==> config.mk <==
export PLATFORM = sky130hd
export DESIGN_NAME = zjh_mux_scheduler
export DESIGN_NICKNAME = d
export VERILOG_FILES = /design/src/rtl/zjh_mux_scheduler.sv
export SDC_FILE = /design/constraint.sdc
export NUM_CORES = 1
export LEC_CHECK = 0
export ABC_AREA = 1
export ABC_CLOCK_PERIOD_IN_PS = 1830
export CORE_ASPECT_RATIO = 1.75
export CORE_MARGIN = 10
export CORE_UTILIZATION = 49
export CTS_CLUSTER_DIAMETER = 60
export CTS_CLUSTER_SIZE = 25
export DETAILED_ROUTE_END_ITERATION = 6
export GPL_TIMING_DRIVEN = 0
export MAX_ROUTING_LAYER = met4
export PLACE_DENSITY_LB_ADDON = 0.15
export RECOVER_POWER = 50
export SYNTH_ARGS = -nofsm -noshare
export SYNTH_HDL_FRONTEND = slang
export SYNTH_SLANG_ARGS = --single-unit
==> constraint.sdc <==
create_clock -name clk -period 1.83 [get_ports clk]
set_input_delay 0.2745 -clock clk [delete_from_list [all_inputs] [get_ports clk]]
set_output_delay 0.2745 -clock clk [all_outputs]
set_load 0.02 [all_outputs]
==> src/rtl/zjh_mux_scheduler.sv <==
`default_nettype none
// ============================================================================
//  Module   : zjh_mux_scheduler
//  Purpose  : Round-robin scheduler sharing one 74HC153-style 4:1 mux among
//             four requesters. Drives Sel / active-low Enable with
//             break-before-make and settle timing, samples the mux output and
//             hands the granted requester a registered bit plus valid strobe.
//  Options  : ZJH_SCHED_PRIO0_EN - Req[0] gets fixed top priority and may cut
//             another requester's HOLD short (pointer untouched by such grants).
//  Revision : 1.0 - initial release
// ============================================================================
module zjh_mux_scheduler #(
  parameter int SETTLE_CYC = 2,
  parameter int HOLD_CYC   = 8,
  parameter int CNT_W      = 4
) (
  input  logic       clk,
  input  logic       rst,
  input  logic [3:0] Req,
  input  logic       MuxOut,
  output logic [1:0] Sel,
  output logic       Enable,
  output logic [3:0] Grant,
  output logic       DataOut,
  output logic       DataValid,
  output logic       Busy
);

  localparam logic [1:0] S_IDLE   = 2'd0;
  localparam logic [1:0] S_SETTLE = 2'd1;
  localparam logic [1:0] S_HOLD   = 2'd2;
  localparam logic [1:0] S_GAP    = 2'd3;

  localparam logic [CNT_W-1:0] SETTLE_LAST = CNT_W'(SETTLE_CYC - 1);
  localparam logic [CNT_W-1:0] HOLD_LAST   = CNT_W'(HOLD_CYC - 1);

  logic [1:0]       state_q, state_d;
  logic [1:0]       sel_q, sel_d;
  logic             enable_q, enable_d;
  logic [3:0]       grant_q, grant_d;
  logic             dout_q, dout_d;
  logic             dvalid_q, dvalid_d;
  logic             busy_q, busy_d;
  logic [1:0]       ptr_q, ptr_d;
  logic [CNT_W-1:0] cnt_q, cnt_d;

  logic [1:0]       arb_idx;
  logic             arb_valid;
  logic             arb_prio;
  logic             prio_cut;
  logic             req_granted;

  // Arbitration: first set request scanning upward from pointer+1 with wrap
  always_comb begin
    logic [1:0] cand;
    arb_idx   = 2'd0;
    arb_valid = 1'b0;
    arb_prio  = 1'b0;
    cand      = 2'd0;
    for (int k = 1; k <= 4; k++) begin
      cand = ptr_q + 2'(k);
      if (!arb_valid && Req[cand]) begin
        arb_valid = 1'b1;
        arb_idx   = cand;
      end
    end
`ifdef ZJH_SCHED_PRIO0_EN
    if (Req[0]) begin
      arb_valid = 1'b1;
      arb_idx   = 2'd0;
      arb_prio  = 1'b1;
    end
`endif
  end

  // A priority requester may pre-empt someone else's HOLD
`ifdef ZJH_SCHED_PRIO0_EN
  assign prio_cut = Req[0] && (sel_q != 2'd0);
`else
  assign prio_cut = 1'b0;
`endif

  // Sel still names the granted requester while a grant is live
  assign req_granted = Req[sel_q];

  // Next-state and next-output computation
  always_comb begin
    state_d  = state_q;
    sel_d    = sel_q;
    enable_d = enable_q;
    grant_d  = grant_q;
    cnt_d    = cnt_q;
    ptr_d    = ptr_q;
    dout_d   = dout_q;
    dvalid_d = 1'b0;
    case (state_q)
      S_IDLE, S_GAP: begin
        // Mux stays disabled until a fresh grant; Sel only moves here,
        // while Enable is high, so break-before-make holds by construction.
        state_d  = S_IDLE;
        enable_d = 1'b1;
        grant_d  = 4'b0000;
        cnt_d    = '0;
        if (arb_valid) begin
          state_d  = S_SETTLE;
          sel_d    = arb_idx;
          grant_d  = 4'b0001 << arb_idx;
          enable_d = 1'b0;
          if (!arb_prio) ptr_d = arb_idx;
        end
      end
      S_SETTLE: begin
        if (!req_granted) begin
          state_d  = S_GAP;
          enable_d = 1'b1;
          grant_d  = 4'b0000;
          cnt_d    = '0;
        end else if (cnt_q == SETTLE_LAST) begin
          state_d = S_HOLD;
          cnt_d   = '0;
        end else begin
          cnt_d = cnt_q + 1'b1;
        end
      end
      S_HOLD: begin
        // Every HOLD cycle yields a sample, including the one that ends it
        dout_d   = MuxOut;
        dvalid_d = 1'b1;
        if (!req_granted || (cnt_q == HOLD_LAST) || prio_cut) begin
          state_d  = S_GAP;
          enable_d = 1'b1;
          grant_d  = 4'b0000;
          cnt_d    = '0;
        end else begin
          cnt_d = cnt_q + 1'b1;
        end
      end
      default: begin
        state_d  = S_IDLE;
        enable_d = 1'b1;
        grant_d  = 4'b0000;
        cnt_d    = '0;
      end
    endcase
    busy_d = (state_d != S_IDLE);
  end

  // State and output registers with asynchronous reset
  always_ff @(posedge clk or posedge rst) begin
    if (rst) begin
      state_q  <= S_IDLE;
      sel_q    <= 2'd0;
      enable_q <= 1'b1;
      grant_q  <= 4'b0000;
      dout_q   <= 1'b0;
      dvalid_q <= 1'b0;
      busy_q   <= 1'b0;
      ptr_q    <= 2'd3;
      cnt_q    <= '0;
    end else begin
      state_q  <= state_d;
      sel_q    <= sel_d;
      enable_q <= enable_d;
      grant_q  <= grant_d;
      dout_q   <= dout_d;
      dvalid_q <= dvalid_d;
      busy_q   <= busy_d;
      ptr_q    <= ptr_d;
      cnt_q    <= cnt_d;
    end
  end

  assign Sel       = sel_q;
  assign Enable    = enable_q;
  assign Grant     = grant_q;
  assign DataOut   = dout_q;
  assign DataValid = dvalid_q;
  assign Busy      = busy_q;

endmodule
`default_nettype wire

# Word-level counts from Yosys, hierarchy flattened
# Cells that the tools add are included.
[totals]
elab_cells = 75
regBits = 18
[classes]
n_addsub = 4
magnitude_cmp = 5
n_eq_ne = 7
n_reduce_logical = 13
n_mux = 36
shifts = 1
[ops]
columns = ["op", "n"]
rows = [
  ["2-to-1 mux 4 bit", 6],
  ["one-hot mux 4 bit (3 select lines)", 2],
  ["less-than comparator 2 x 3 -> 1 bit (second input constant)", 5],
  ["2-to-1 mux 1 bit", 14],
  ["2-to-1 mux 2 bit", 7],
  ["binary-select mux 1 bit (select 2 bit)", 5],
  ["one-hot mux 2 bit (3 select lines)", 1],
  ["adder 2 bit (second input constant)", 2],
  ["adder 4 x 1 -> 4 bit (second input constant)", 1],
  ["== test 2 bit (second input constant)", 2],
  ["== test 4 x 1 -> 1 bit (second input constant)", 1],
  ["== test 4 x 3 -> 1 bit (second input constant)", 1],
  ["zero test 1 bit", 4],
  ["inequality test 2 bit (second input constant)", 2],
  ["AND reduction 2 bit", 2],
  ["<< shifter 1 x 2 -> 4 bit (first input constant)", 1],
  ["logical AND 1 bit", 3],
  ["one-hot mux 1 bit (3 select lines)", 1],
  ["adder 2 x 1 -> 2 bit (second input constant)", 1],
  ["== test 2 x 1 -> 1 bit (second input constant)", 1],
  ["zero test 2 bit", 1],
  ["nonzero test 2 bit", 1],
  ["OR reduction 2 bit", 1],
  ["logical OR 1 bit", 1],
]

# Logic depth before layout (Yosys ltp)
[logic_depth]
depth_word = 16
mapped_depth = 14
ltp_nobuf = 12

# Worst setup path before layout
# Ideal clock, no wire load.
[synth_path]
path_type = "register -> register"
from = "register ptr_q[0]"
to = "register sel_q[0], in the netlist Sel[0]"
slack_ns = 0.196
period_less_slack_ns = 1.634
arrival_ns = 1.512
path_stages_with_launch = 14
path_cell_list = "dfstp_2 buf_6 inv_4 buf_6 nand2_2 nand2_2 nand2_2 nand2_4 nor2_8 nand3_2 nand2_4 inv_4 nand2_1 o21ai_1"
[synth_between]
elab_chain_len = 14
[synth_lines]
columns = ["item", "line_no", "text"]
rows = [
  ["from (decl)", "44", "logic [1:0] ptr_q, ptr_d;"],
  ["from (signal assigned)", "168", "ptr_q <= ptr_d;"],
  ["adder 2 x 1 -> 2 bit", "61", "cand = ptr_q + 2'(k);"],
  ["binary-select mux 1 bit (select 2 bit)", "62", "if (!arb_valid && Req[cand]) begin"],
  ["2-to-1 mux 1 bit (implied by the code)", "62", ""],
  ["2-to-1 mux 1 bit", "62", ""],
  ["zero test 1 bit", "62", ""],
  ["logical AND 1 bit", "62", ""],
  ["2-to-1 mux 1 bit", "62", ""],
  ["zero test 1 bit", "62", ""],
  ["logical AND 1 bit", "62", ""],
  ["2-to-1 mux 1 bit", "62", ""],
  ["zero test 1 bit", "62", ""],
  ["logical AND 1 bit", "62", ""],
  ["2-to-1 mux 1 bit", "62", ""],
  ["AND reduction 2 bit (no source line)", "--", ""],
  ["to (signal assigned)", "162", "sel_q <= sel_d;"],
  ["to (decl)", "38", "logic [1:0] sel_q, sel_d;"],
]
# Several ways; a longest one is shown, not always the timed one. The select of a mux whose other input is x is not followed.
# A chain may end at the register's enable or synchronous reset.

# Worst setup path after layout
[layout_path]
from = "register ptr_q[0]"
to = "register sel_q[1], in the netlist Sel[1]"
# Same word-level chain as after synthesis.

==> metrics.cfg <==
[routing]
totalWireLength_mm=2.75
antenna_left=0
drc_errors=0
num_vias=1102
wl_per_cell_um=12.9
viasPerCell=5.15
first_pass_iters=4
drt-initial-drc-count=28

[min_path]
worstHoldStart=DataOut
hp-class=flop to flop

[critical_path]
path_class=flop to flop
cp.arrival_ns=1.87
worst_path_most_repeated_cell=nand2_4
crit_path_start=ptr_q[0]
worst-path-buf-inv=4
path_cells=buf_6 > inv_4 > buf_8 > nand2_2 > nand2_2 > nand2_4 > nand2_4 > nor2_8 > nand3_2 > nand2_4 > inv_4 > nand2_1 > o21ai_1
ff2ff_path_depth=13
cpMaxStageDelayCell=dfstp_2
cp_max_fo=7
critPathMaxStageDelay_ns=0.52
startpoint_type=flop
r2r-end=Sel[1]
rr_startpoint=ptr_q[0]
r2r_setup_slack_ns=0.09
crit_family=simple AND/OR/NAND/NOR gates
endpoint_kind=flop
cp-endpoint=Sel[1]
crit_required_ns=1.97
cp.depth=13

[clock_tree]
cts-root-buf=clkbuf_8
cts_tree=built
cts.clk_slew.worst_paths_ns=0.06
cts-hold-fix-buffers=0
clk_path_buf_depth=2
cts_made_buffers=3
clk_latency_ns=0.25
h-tree-depth=1
cts.sinks=18

[global_routing]
grt_overflow=0
grt_antenna_before_repair=0
grt_pass1_vias=1091
grt_pass1_wl_mm=4.56
grt_max_degree=19
grtUsageTotal_pct=11.4

[synthesis]
synth_enable_flop_cells=0
synth_area_um2=1230
synthFlopType=dfrtp_1
syn_nets=170
yosysUniqueCellTypes=26
ys_ff_latch=18
yosysWarnings=0
synth.avg_cell_area_um2=7.77
synth-async-reset-ratio_pct=100
yosysSeqAreaShare_pct=37.0
synthCells=158

[finish]
drive_above_1_share_pct=25.5
final_cells=214
fin_util_pct=65.0
mostFrequentLayoutCells=nand2_1, inv_1, nand3_1
final_common_cell=nand2_1
area.growth.synth_to_final_pct=28.7
num_antenna_cells=0
nets=201

[timing]
final_max_slew_viol_count=0
min_period_over_period_pct=95.0
rsz0062_at_grt=true
fin_crit_ns=1.74
setup_viol=0
worst_pin_slew_ns=0.680
hold_violations=0
skew_ns=0.00803
maxSlewHeadroom_pct=54.6
fmax_mhz=575

[placed_design]
hpwlAfterDp_mm=2.09
numPortBuffers=16
place.gp.congestion=0.877
dp.cells=200

[floorplan]
die_x_um=57.8
core_um2=2430
initial_core_util_pct=50.5
ios=17
die_y_um=86.2
die_area_um2=4990
std_cell_rows=24

[outcome]
outcome=finished clean

[power_and_ir_drop]
vdd_drop_max_v=0.00104
p_leak_nw=0.840
power_density_nw_per_um2=2000

[job]
drv_cap=0

-- worst min-delay path by stage --
stage                     to  cells after the start
floorplan               Busy                      1
global placement     DataOut                      2
detailed placement  Grant[2]                      2
CTS                 Grant[1]                      2
global route        Grant[1]                      2
finish               DataOut                      2
-- cells in the mapped netlist, types with 2 or more instances --
| cell | count | area share, % |
|---|---|---|
| buf_6 | 2 | 1.8 |
| dfstp_2 | 3 | 6.4 |
| inv_2 | 2 | 0.61 |
| xor2_1 | 2 | 1.4 |
| nand3_1 | 19 | 7.7 |
| inv_4 | 2 | 1.0 |
| dfrtp_1 | 15 | 31 |
| ha_1 | 5 | 5.1 |
| nand2_4 | 5 | 4.6 |
| nand4_1 | 4 | 2.0 |
| nand2_1 | 48 | 15 |
| o21ai_0 | 3 | 1.2 |
| o21ai_1 | 5 | 2.0 |
| nor2_1 | 5 | 1.5 |
| inv_1 | 19 | 5.8 |
| nand3_2 | 2 | 1.6 |
| nand2_2 | 8 | 4.1 |
-- what timing repair did --
action,CTS,global route
endpoints found under the setup margin,0,9
buffers inserted,0,10
resized for setup,0,11
hold endpoints to repair,0,0
-- worst register-to-register path: cells and delay by family (launching register included) --
kind | cells | cell delay [ns]
and+or+nand+nor | 8 | 0.71
buffers and inverters | 4 | 0.33
DFF | 1 | 0.52
AOI/OAI and AO/OA | 1 | 0.07
-- per-layer routing --
metal	routed length [µm]	share of wire (%)	up-vias	global-route usage, %
met1	1010	37	505	10.8
met5	0	0	-	-
met3	74	2.7	9	1.46
li1	-	-	564	-
met4	83	3.0	0	6.65
met2	1580	57	24	20.9
-- cells by family after synthesis --
group                      count (synthesis)  synth area share [%]
and+or+nand+nor                           97                  41.0
buffers and inverters                     25                  9.28
DFF                                       18                  37.0
AOI/OAI and AO/OA                         11                  6.22
adders and majority gates                  5                  5.10
xor gates and xnor gates                   2                  1.43
-- stage by stage --
stage / hold WS [ns] / instance area [µm²] / setup slack [ns] / power, mW / TNS (ns)
detailed placement: 0.468 / 1420 / -0.141 / 2.57 / -0.166
global placement: 0.454 / 1420 / -0.107 / 2.53 / -0.107
CTS: 0.447 / 1470 / 0.0273 / 2.87 / 0
global route: 0.503 / 1580 / -0.0248 / 3.43 / -0.0928
finish: 0.478 / 1580 / 0.0911 / 3.15 / 0
floorplan: 0.211 / 1230 / 0.196 / 2.13 / 0
-- layout make-up --
cell class | instances | area, µm²
fill | 202 | 852
multi-input combinational | 115 | 696
sequential | 18 | 454
timing repair buffer | 26 | 235
inverter | 23 | 91.3
clock buffer | 4 | 45.0
tap | 26 | 32.5
buffer | 2 | 26.3
-- power by group --
group / switching (mW) / internal [mW]
registers: 0.0794 / 0.564
logic: 1.34 / 0.888
clock network: 0.129 / 0.155
-- state kept, by name, summed over array words and instances, names as in the netlist --
name / count
cnt_q: 4
state_q: 2
ptr_q: 2
Sel: 2
DataValid: 1
Grant: 4
DataOut: 1
Enable: 1
Busy: 1
(Power assumes the default switching activity.)
